`config.mk`:
```
export PLATFORM = sky130hd
export DESIGN_NAME = microc_stack
export DESIGN_NICKNAME = d
export VERILOG_FILES = /design/src/rtl/microc_stack.sv
export SDC_FILE = /design/constraint.sdc
export NUM_CORES = 1
export LEC_CHECK = 0
export CAP_MARGIN = 20
export CORE_ASPECT_RATIO = 1.5
export CORE_MARGIN = 2
export CORE_UTILIZATION = 58
export DETAILED_ROUTE_END_ITERATION = 16
export PLACE_DENSITY = 0.76
export SYNTH_ARGS = -nofsm -noshare
export SYNTH_HDL_FRONTEND = slang
export SYNTH_SLANG_ARGS = --single-unit
```
`constraint.sdc`:
```
create_clock -name clk -period 6 [get_ports clk]
set_clock_uncertainty 0.1 [all_clocks]
set_input_delay 0.9 -clock clk [delete_from_list [all_inputs] [get_ports clk]]
set_output_delay 0.9 -clock clk [all_outputs]
set_load 0.02 [all_outputs]
```
`src/rtl/microc_stack.sv`:
```
// Single-cycle microcontroller datapath: PC, 16x DW register file, ALU with z/c flags
// and a hardware return-address stack with a sticky overflow/underflow flag.
module microc_stack #(
   parameter int unsigned DW          = 8,
   parameter int unsigned PW          = 10,
   parameter int unsigned STACK_DEPTH = 4
) (
   input  logic          clk,
   input  logic          reset,
   output logic [PW-1:0] pc,
   input  logic [PW+5:0] instr,
   output logic [5:0]    Opcode,
   output logic          z,
   output logic          c,
   output logic          stk_err,
   input  logic          s_inc,
   input  logic          s_inm,
   input  logic          we3,
   input  logic          wez,
   input  logic          s_call,
   input  logic          s_ret,
   input  logic [2:0]    Op
);

   localparam int unsigned SPW = $clog2(STACK_DEPTH + 1);
   localparam int unsigned AW  = $clog2(STACK_DEPTH);

   logic [DW-1:0] regs [16];
   logic [PW-1:0] stack [STACK_DEPTH];
   logic [SPW-1:0] sp;
   logic [SPW-1:0] sp_next;

   logic [3:0]    ra1, ra2, wa3;
   logic [7:0]    imm;
   logic [DW-1:0] rd1, rd2, rd3;
   logic [DW-1:0] a, b, y;
   logic [DW:0]   wide;
   logic          k;

   logic [PW-1:0] target, pc_inc, pc_next;
   logic [AW-1:0] top_idx, push_idx;
   logic          full, empty, push, err_set;

   assign Opcode = instr[PW+5:PW];
   assign ra1    = instr[11:8];
   assign ra2    = instr[7:4];
   assign wa3    = instr[3:0];
   assign imm    = instr[11:4];
   assign target = instr[PW-1:0];
   assign pc_inc = pc + PW'(1);

   // R0 is hard-wired to zero on every read port
   assign rd1 = (ra1 == 4'd0) ? '0 : regs[ra1];
   assign rd2 = (ra2 == 4'd0) ? '0 : regs[ra2];
   assign rd3 = (wa3 == 4'd0) ? '0 : regs[wa3];
   assign a   = s_inm ? DW'(imm) : rd1;
   assign b   = s_inm ? rd3 : rd2;

   always_comb begin
      y    = '0;
      k    = 1'b0;
      wide = '0;
      case (Op)
         3'b000: y = a;
         3'b001: y = ~a;
         3'b010: begin
            wide = {1'b0, a} + {1'b0, b};
            y    = wide[DW-1:0];
            k    = wide[DW];
         end
         3'b011: begin
            wide = {1'b0, a} - {1'b0, b};
            y    = wide[DW-1:0];
            k    = wide[DW];
         end
         3'b100: y = a & b;
         3'b101: y = a | b;
         3'b110: y = '0 - a;
         3'b111: y = '0 - b;
      endcase
   end

   assign full     = (sp == SPW'(STACK_DEPTH));
   assign empty    = (sp == '0);
   assign top_idx  = AW'(sp - SPW'(1));
   assign push_idx = AW'(sp);

   // Return beats call; a call into a full stack still jumps but drops the push
   always_comb begin
      pc_next = s_inc ? pc_inc : target;
      sp_next = sp;
      push    = 1'b0;
      err_set = 1'b0;
      if (s_ret) begin
         if (!empty) begin
            pc_next = stack[top_idx];
            sp_next = sp - SPW'(1);
         end else begin
            pc_next = pc_inc;
            err_set = 1'b1;
         end
      end else if (s_call) begin
         pc_next = target;
         if (!full) begin
            push    = 1'b1;
            sp_next = sp + SPW'(1);
         end else begin
            err_set = 1'b1;
         end
      end
   end

   always_ff @(posedge clk) begin
      if (!reset) begin
         pc      <= '0;
         z       <= 1'b0;
         c       <= 1'b0;
         stk_err <= 1'b0;
         sp      <= '0;
         for (int i = 0; i < 16; i++) regs[i] <= '0;
      end else begin
         pc <= pc_next;
         sp <= sp_next;
         if (err_set) stk_err <= 1'b1;
         if (wez) begin
            z <= (y == '0);
            c <= k;
         end
         if (we3 && (wa3 != 4'd0)) regs[wa3] <= y;
      end
   end

   // Stack storage needs no reset: entries above sp are never read
   always_ff @(posedge clk) begin
      if (reset && push) stack[push_idx] <= pc_inc;
   end

endmodule

```
Word-level counts from Yosys, hierarchy flattened
Memories as Yosys holds them, arrays and structs flattened.
Cells that the tools add are included.
{ "totals": {"ram_bits": 168, "latchBits": 0, "romBits": 0, "wordCells": 70, "mem_count": 2, "reg_bits": 16} }
{ "op_classes": {"reduce_logical": 12, "add_sub_neg": 7, "magnitude_cmp": 0, "bitwise_logic": 3, "eq_ne": 10, "mux": 31, "n_mul": 0, "shifts": 0, "n_div": 0} }
{ "mem_list": {"columns": ["name", "depth", "width", "read_ports", "rd_clocked_by_memory_dff", "write_ports", "line", "text"], "rows": [
  ["regs", 16, 8, 3, 0, 16, "28", "logic [DW-1:0] regs [16];"],
  ["stack", 4, 10, 1, 0, 1, "29", "logic [PW-1:0] stack [STACK_DEPTH];"]
]} }
{ "ops": {"columns": ["op", "n"], "rows": [
  ["case mux 8 bit (8 select lines)", 1],
  ["two-way mux 8 bit", 6],
  ["two-way mux 10 bit", 4],
  ["subtractor 1 x 8 -> 8 bit (first input constant)", 2],
  ["equality test 3 bit (second input constant)", 5],
  ["two-way mux 1 bit", 14],
  ["logical NOT 4 bit", 3],
  ["two-way mux 3 bit", 4],
  ["adder 10 x 1 -> 10 bit (second input constant)", 1],
  ["adder 8 x 8 -> 9 bit", 1],
  ["subtractor 8 x 8 -> 9 bit", 1],
  ["bitwise AND 8 bit", 1],
  ["logical NOT 8 bit", 1],
  ["NOT 8 bit", 1],
  ["OR 8 bit", 1],
  ["OR reduction 8 bit", 1],
  ["equality test 3 x 2 -> 1 bit (second input constant)", 2],
  ["logical NOT 3 bit", 2],
  ["two-way mux 4 bit", 1],
  ["inequality test 2 bit (second input constant)", 2],
  ["nonzero test 4 bit", 1],
  ["adder 3 x 1 -> 3 bit (second input constant)", 1],
  ["equality test 3 x 1 -> 1 bit (second input constant)", 1],
  ["AND reduction 3 bit", 1],
  ["4 further kinds", 5]
]} }

Depth between registers and ports, before layout
Gate-level depths: netlist (run 1).
{ "depth": {"word_depth": 7, "depth_mapped": 21} }

Worst setup path before layout (run 1)
OpenSTA, ideal clock, no wires.
{ "synth_path": {"path_type": "input-to-reg", "from": "input port instr[1]", "to": "register z", "t_required_ns": 5.785, "cell_stages": 19, "t_arrival_ns": 4.437, "path_buffers": 2, "slack_ns": 1.347, "cell_sequence": "buf_2 buf_4 mux2_2 a221oi_1 nor3_1 nor2_1 inv_1 ha_1 fa_1 nor2b_1 o21ai_0 a21o_1 a21oi_1 nor3_1 nand4b_1 a31o_2 o32a_1 and4_1 a31o_1"} }
{ "synth_via": {"elab_chain_len": 6, "elab_cells_between_ends": 11, "cone_classes": "add/sub: 3; mux: 3; bitwise: 2; reduce/logical: 2; memory: 1"} }
{ "synth_lines": {"columns": ["item", "line", "text"], "rows": [
  ["start: declaration", "11", "input logic [PW+5:0] instr,"],
  ["memory read (16 x 8 bit) / logical NOT 4 bit (equally long branches)", null, null],
  ["two-way mux 8 bit *", "55", "assign rd3 = (wa3 == 4'd0) ? '0 : regs[wa3];"],
  ["two-way mux 8 bit *", "57", "assign b = s_inm ? rd3 : rd2;"],
  ["subtractor 1 x 8 -> 8 bit, or another cell as far along", "79", "3'b111: y = '0 - b;"],
  ["case mux 8 bit (8 select lines) *", "63", "case (Op)"],
  ["logical NOT 8 bit *", "126", "z <= (y == '0);"],
  ["end signal: assignment", "126", null],
  ["end: declaration", "13", "output logic z,"]
]} }
Mark *: on every way between the ends. The rest lies on a longest branch, timed or not.
A chain may end at the register's enable or synchronous reset.

==> results of run 1 <==
-- metal layers --
metal | part of all wire [%] | up-vias
met5 | 0 | -
met2 | 52 | 523
met4 | 6.8 | 0
met3 | 6.9 | 133
li1 | - | 3926
met1 | 35 | 4516
-- cell usage in the layout, fill, tap and decap left out, types with 14 or more instances in the layout --
| cell | instances |
|---|---|
| nand2_1 | 80 |
| buf_4 | 34 |
| nand3_1 | 20 |
| dfxtp_1 | 16 |
| o21ai_0 | 14 |
| ha_1 | 30 |
| nor2_1 | 188 |
| mux2i_1 | 68 |
| nor2b_1 | 15 |
| clkbuf_16 | 17 |
| mux4_2 | 84 |
| inv_1 | 38 |
| a21oi_1 | 45 |
| clkdlybuf4s50_1 | 32 |
| edfxtp_1 | 168 |
-- worst reg2reg max path: stages, from the launching register on --
cell	delay, ps
edfxtp_1	460
mux4_2	510
a22o_1	290
or4_4	600
inv_1	140
ha_1	250
a21oi_1	150
o21bai_1	100
a21oi_1	260
o21ai_0	150
xnor2_1	170
a211oi_1	100
a211oi_1	400
a2bb2oi_4	190
buf_4	270
nor2_1	90
-- power by group --
| part | switching (uW) | internal [uW] | leakage [uW] |
|---|---|---|---|
| Combinational | 600 | 424 | 0.00279 |
| Sequential | 84.3 | 1490 | 0.00182 |
| Clock | 518 | 567 | 0.000271 |
-- final cells by class --
type / count / area share [%]
multi-input cells: 741 / 45.9
flip-flops and latches: 184 / 41.0
inverters: 41 / 1.18
repair buffers: 74 / 5.05
well taps: 264 / 2.52
clock inverters: 12 / 0.880
clock buffers: 20 / 3.49
-- path summary, 6_finish.rpt --
kind                                                from                       end  slack [ps]  cells after the start
worst max-delay path                            instr[6]  regs[9][5]$_SDFFCE_PN0P_         920                     17
worst min register to register            c$_SDFFE_PN0P_            c$_SDFFE_PN0P_         390                      2
worst min-delay path                      c$_SDFFE_PN0P_            c$_SDFFE_PN0P_         390                      2
worst max register to register  regs[7][1]$_SDFFCE_PN0P_  regs[9][5]$_SDFFCE_PN0P_        1510                     15
-- state kept, by name, summed over array words and instances (netlist names) --
signal and count:
c 1, regs 128, stk_err 1, z 1
pc 10, stack 40, sp 3
-- per-stage QoR --
step,hold slack [ps],instances
final,387,1336
after global routing,429,1336
after CTS,395,1336
after detailed placement,383,1304
after global placement,381,1304
after floorplan,384,1041
-- kinds of logic (layout without fill, tap and decap cells) --
logic type / Yosys count / after routing / synth area share, %
xor+xnor: 23 / 23 / 1.69
mux: 163 / 163 / 22.7
simple gates: 363 / 363 / 13.5
flops: 184 / 184 / 45.1
fa+ha+maj: 32 / 32 / 3.49
other cells: 1 / 8 / 0.0315
buf+inv: 116 / 147 / 4.67
compound gates: 152 / 152 / 8.87
==> results.toml, run 1 <==
[layout]
nets = 1118
multi_input_area_um2 = 6000
final_core_util_pct = 64.6
nFillCells = 1553
fin_area_um2 = 13100
final-seq-area_um2 = 5370
drive_gt1_share_pct = 17.6
syn_to_final_growth_pct = 10.0
antenna_cells = 0

[clock_network]
htreeDepth = 4
post-cts-setup-buffers = 0
root_buffer = "clkbuf_16"
clk_pin_slew_ps = 70
cts_resized = 0
cts_tree = "yes"
cts_sinks = 184
cts_buffer_depth = 2
cts_buffers = 17
insertion_delay_ps = 440
ctsHoldBuffers = 0

[drt]
drc_errors = 0
drt_iter0_drc = 1141
vias_per_cell = 6.81
wl_mm = 35.9
wl_per_cell_um = 26.8
drt_pass1_iterations = 5
antenna_left = 0
vias = 9098

[timing]
rsz0062_at_grt = "false"
hold_viol = 0
tightest_slew_ps = 909
setup_viol = 0
fin_ws_ps = 919
fin_crit_ps = 5080
drv_slew = 0
post-route-period-util_pct = 84.7
tns_ps = 0
relSlewSlack_pct = 39.3
fmax_mhz = 197

[die]
core_um2 = 20300
std_cell_rows = 64
io_pins = 46
fp.dieW_um = 121
die_h_um = 179
initial_core_util_pct = 58.7
dieArea_um2 = 21700

[setup_path]
worst_path_largest_cell_delay_ps = 870
cp.required_ps = 6080
crit_buf_inv = 4
cp_top_family = "compound AO/OA/AOI/OAI gates"
crit_top_cell = "a211oi_1"
path_class = "input port to flip-flop"
path_cells = "clkdlybuf4s50_1 > a211oi_1 > buf_4 > a22o_1 > or4_4 > inv_1 > ha_1 > a21oi_1 > o21bai_1 > a21oi_1 > o21ai_0 > xnor2_1 > a211oi_1 > a211oi_1 > a2bb2oi_4 > buf_4 > nor2_1"
arrival_ps = 5160
endpoint_kind = "flip-flop"
slowest_stage = "clkdlybuf4s50_1"
startpoint_type = "input port"
worstPathMaxFanout = 16

[synthesis]
synth-async-reset-ratio_pct = 0
yosys_most_used_dff = "edfxtp_1"
synthCells = 1034
syn_area_um2 = 11900
synth_top_area_share_pct = 42.4
synth_edf_count = 168
synthTopCellsByCount = "nor2_1, edfxtp_1, mux4_2, nand2_1, mux2i_1"
synth_cell_types = 73
avgSynthCellArea_um2 = 11.5
post-synth-top-count-cell = "nor2_1"
yosys_warnings = 0
ys_seq_area_share_pct = 45.1
ys_top_cells_by_area = "edfxtp_1, mux4_2, nor2_1, mux2i_1, ha_1"
ys_ff_latch = 184
netlist.top_cell.by_area = "edfxtp_1"

[power]
finalPower_uw = 3680
p_per_area_nw_per_um2 = 282
power_leakage_uw = 0.00487
ir_drop_v = 0.000354

[place]
io_buffers = 37
place_congestion = 1.03
place_hpwl_mm = 26.5
place_area_um2 = 12500
dpl_worst_slack_ps = 561

[min_path]
hold_path_class = "flip-flop to flip-flop"

[status]
status = "completed"

[job]
maxCapViolations = 0

[global_route]
antenna_found_initial = 0
grt_pass1_vias = 8964
grt_pass1_wl_mm = 53.5
grt_overflow = 0
grtUsageMet1_pct = 39.2
grtUsageMet3_pct = 5.47
grt_max_degree = 34
grt-busiest-layer = "met2"
grt_use_total_pct = 34.1
met2_usage_pct = 59.0
Note: power is estimated with default switching activity, not from simulation.
==> run 2: changes to the inputs <==
Clock period 6 ns to 5 ns, I/O delays scaled along.
==> results.toml, run 2 (synthesis results as in run 1) <==
[global_route]
grt_pass1_vias = 8939
grt_pass1_wl_mm = 54.1
grt_use_total_pct = 34.5
antenna_found_initial = 0
grt_overflow = 0
grt_max_degree = 31

[setup_path]
cp.required_ps = 5080
endpoint_kind = "flip-flop"
rr_worst_depth = 16
r2r_end = "regs[5][5]$_SDFFCE_PN0P_"
slowest_stage = "clkdlybuf4s50_1"
cp_top_family = "compound AO/OA/AOI/OAI gates"
crit_top_cell = "a21oi_1"
path_cells = "clkdlybuf4s50_1 > or2_2 > a211oi_1 > a22o_1 > or4_4 > inv_1 > ha_1 > a21oi_1 > o21bai_1 > a21oi_1 > o31ai_1 > a21oi_1 > a211o_1 > a31oi_1 > o211a_4 > nor2_1"
arrival_ps = 4690
critPathCapture = "regs[2][7]$_SDFFCE_PN0P_"
worst_path_largest_cell_delay_ps = 570
worstPathMaxFanout = 16
reg2reg_from = "regs[7][1]$_SDFFCE_PN0P_"
crit_cells = 16
startpoint_type = "input port"
cp-startpoint = "instr[7]"
path_class = "input port to flip-flop"
ff2ff_setup_slack_ps = 770
crit_buf_inv = 2

[place]
dpl_worst_slack_ps = -4.49
place_hpwl_mm = 26.9
dp.cells = 1345
place_congestion = 1.03
io_buffers = 37

[layout]
top_regs = "regs x128, stack x40, pc x10"
nets = 1159
largest_register = "regs"
drive_gt1_share_pct = 20.6
final_cell_mix = "nor2_1, edfxtp_1, mux4_2"
layout_commonest_cell = "nor2_1"
multi_input_area_um2 = 6000
nFillCells = 1508
stdcell_count = 1377
final-seq-area_um2 = 5370
largest_reg_flops = 128
syn_to_final_growth_pct = 13.0
antenna_cells = 0

[clock_network]
clk_pin_slew_ps = 70
root_buffer = "clkbuf_16"
cts_buffer_depth = 2
cts_resized = 0
cts_tree = "yes"
insertion_delay_ps = 450
cts_buffers = 17
ctsHoldBuffers = 0
htreeDepth = 4
cts_sinks = 184
post-cts-setup-buffers = 0

[die]
initial_core_util_pct = 58.7
fp.dieW_um = 121
std_cell_rows = 64
die_h_um = 179
io_pins = 46
dieArea_um2 = 21700
core_um2 = 20300

[job]
maxCapViolations = 0

[power]
finalPower_uw = 4520
p_per_area_nw_per_um2 = 336
ir_drop_v = 0.000285
power_leakage_uw = 0.00510

[timing]
hold_ws_ps = 391
drv_slew = 0
fmax_mhz = 217
fin_crit_ps = 4610
hold_viol = 0
fin_ws_ps = 389
rsz0062_at_grt = "false"
post-route-period-util_pct = 92.2
tightest_slew_ps = 862
relSlewSlack_pct = 42.5
setup_viol = 0

[drt]
drt_pass1_iterations = 6
vias = 9286
wl_per_cell_um = 26.2
antenna_left = 0
drt_iter0_drc = 1340
drc_errors = 0
wl_mm = 36.0
vias_per_cell = 6.74

[status]
status = "completed"

[min_path]
hold_path_class = "flip-flop to flip-flop"
## run 2: cell count changes in the layout (fill, tap and decap cells not counted), sizes merged
cell | previous run | this run
clkinvlp | 3 | 0
clkbuf | 20 | 21
inv | 45 | 46
bufinv | 0 | 1
buf | 42 | 83
## run 2: worst min-delay path by stage
stage                                  start                  to  slack (ps)  cells past startpoint
final                         c$_SDFFE_PN0P_      c$_SDFFE_PN0P_         390                      2
after global routing          c$_SDFFE_PN0P_      c$_SDFFE_PN0P_         430                      2
after CTS                     c$_SDFFE_PN0P_      c$_SDFFE_PN0P_         410                      2
after detailed placement      c$_SDFFE_PN0P_      c$_SDFFE_PN0P_         400                      2
after global placement        c$_SDFFE_PN0P_      c$_SDFFE_PN0P_         380                      2
after floorplan           sp[2]$_SDFFE_PN0P_  sp[2]$_SDFFE_PN0P_         380                      2
## run 2: metrics by stage
step           area (um^2)  utilization, %  TNS [ps]
6_report             13400            66.3         0
4_1_cts              13400            66.3         0
3_5_place_dp         12900            63.5     -4.49
2_1_floorplan        11900               -         0
3_3_place_gp         12900            63.5         0
5_1_grt              13400            66.3         0
## run 2: tightest hold or removal path: cells and delay by family, from the launching register on
kind,cells,cell delay [ps]
AOI/OAI and AO/OA,1,60
DFF,1,310
and+or+nand+nor,1,70
## run 2: area by class of cell
type / count / share of cell area [%]
clock inverters: 11 / 0.792
repair buffers: 115 / 7.49
well taps: 264 / 2.46
multi-input cells: 741 / 44.7
flip-flops and latches: 184 / 39.9
clock buffers: 21 / 3.51
inverters: 41 / 1.15
## run 2: where the power goes
part           internal (uW)  leakage [uW]  switching, uW
registers               1790       0.00182           95.9
logic                    554       0.00300            736
clock network            737      0.000290            607
total                   3080       0.00510           1440
## run 2: routing by layer
| metal | GRT usage (%) | vias up | part of all wire [%] |
|---|---|---|---|
| met5 | 0 | - | 0 |
| met3 | 5.63 | 132 | 8.2 |
| li1 | - | 3998 | - |
| met2 | 58.6 | 636 | 51 |
| met1 | 41.0 | 4520 | 35 |
| met4 | 20.9 | 0 | 6.6 |
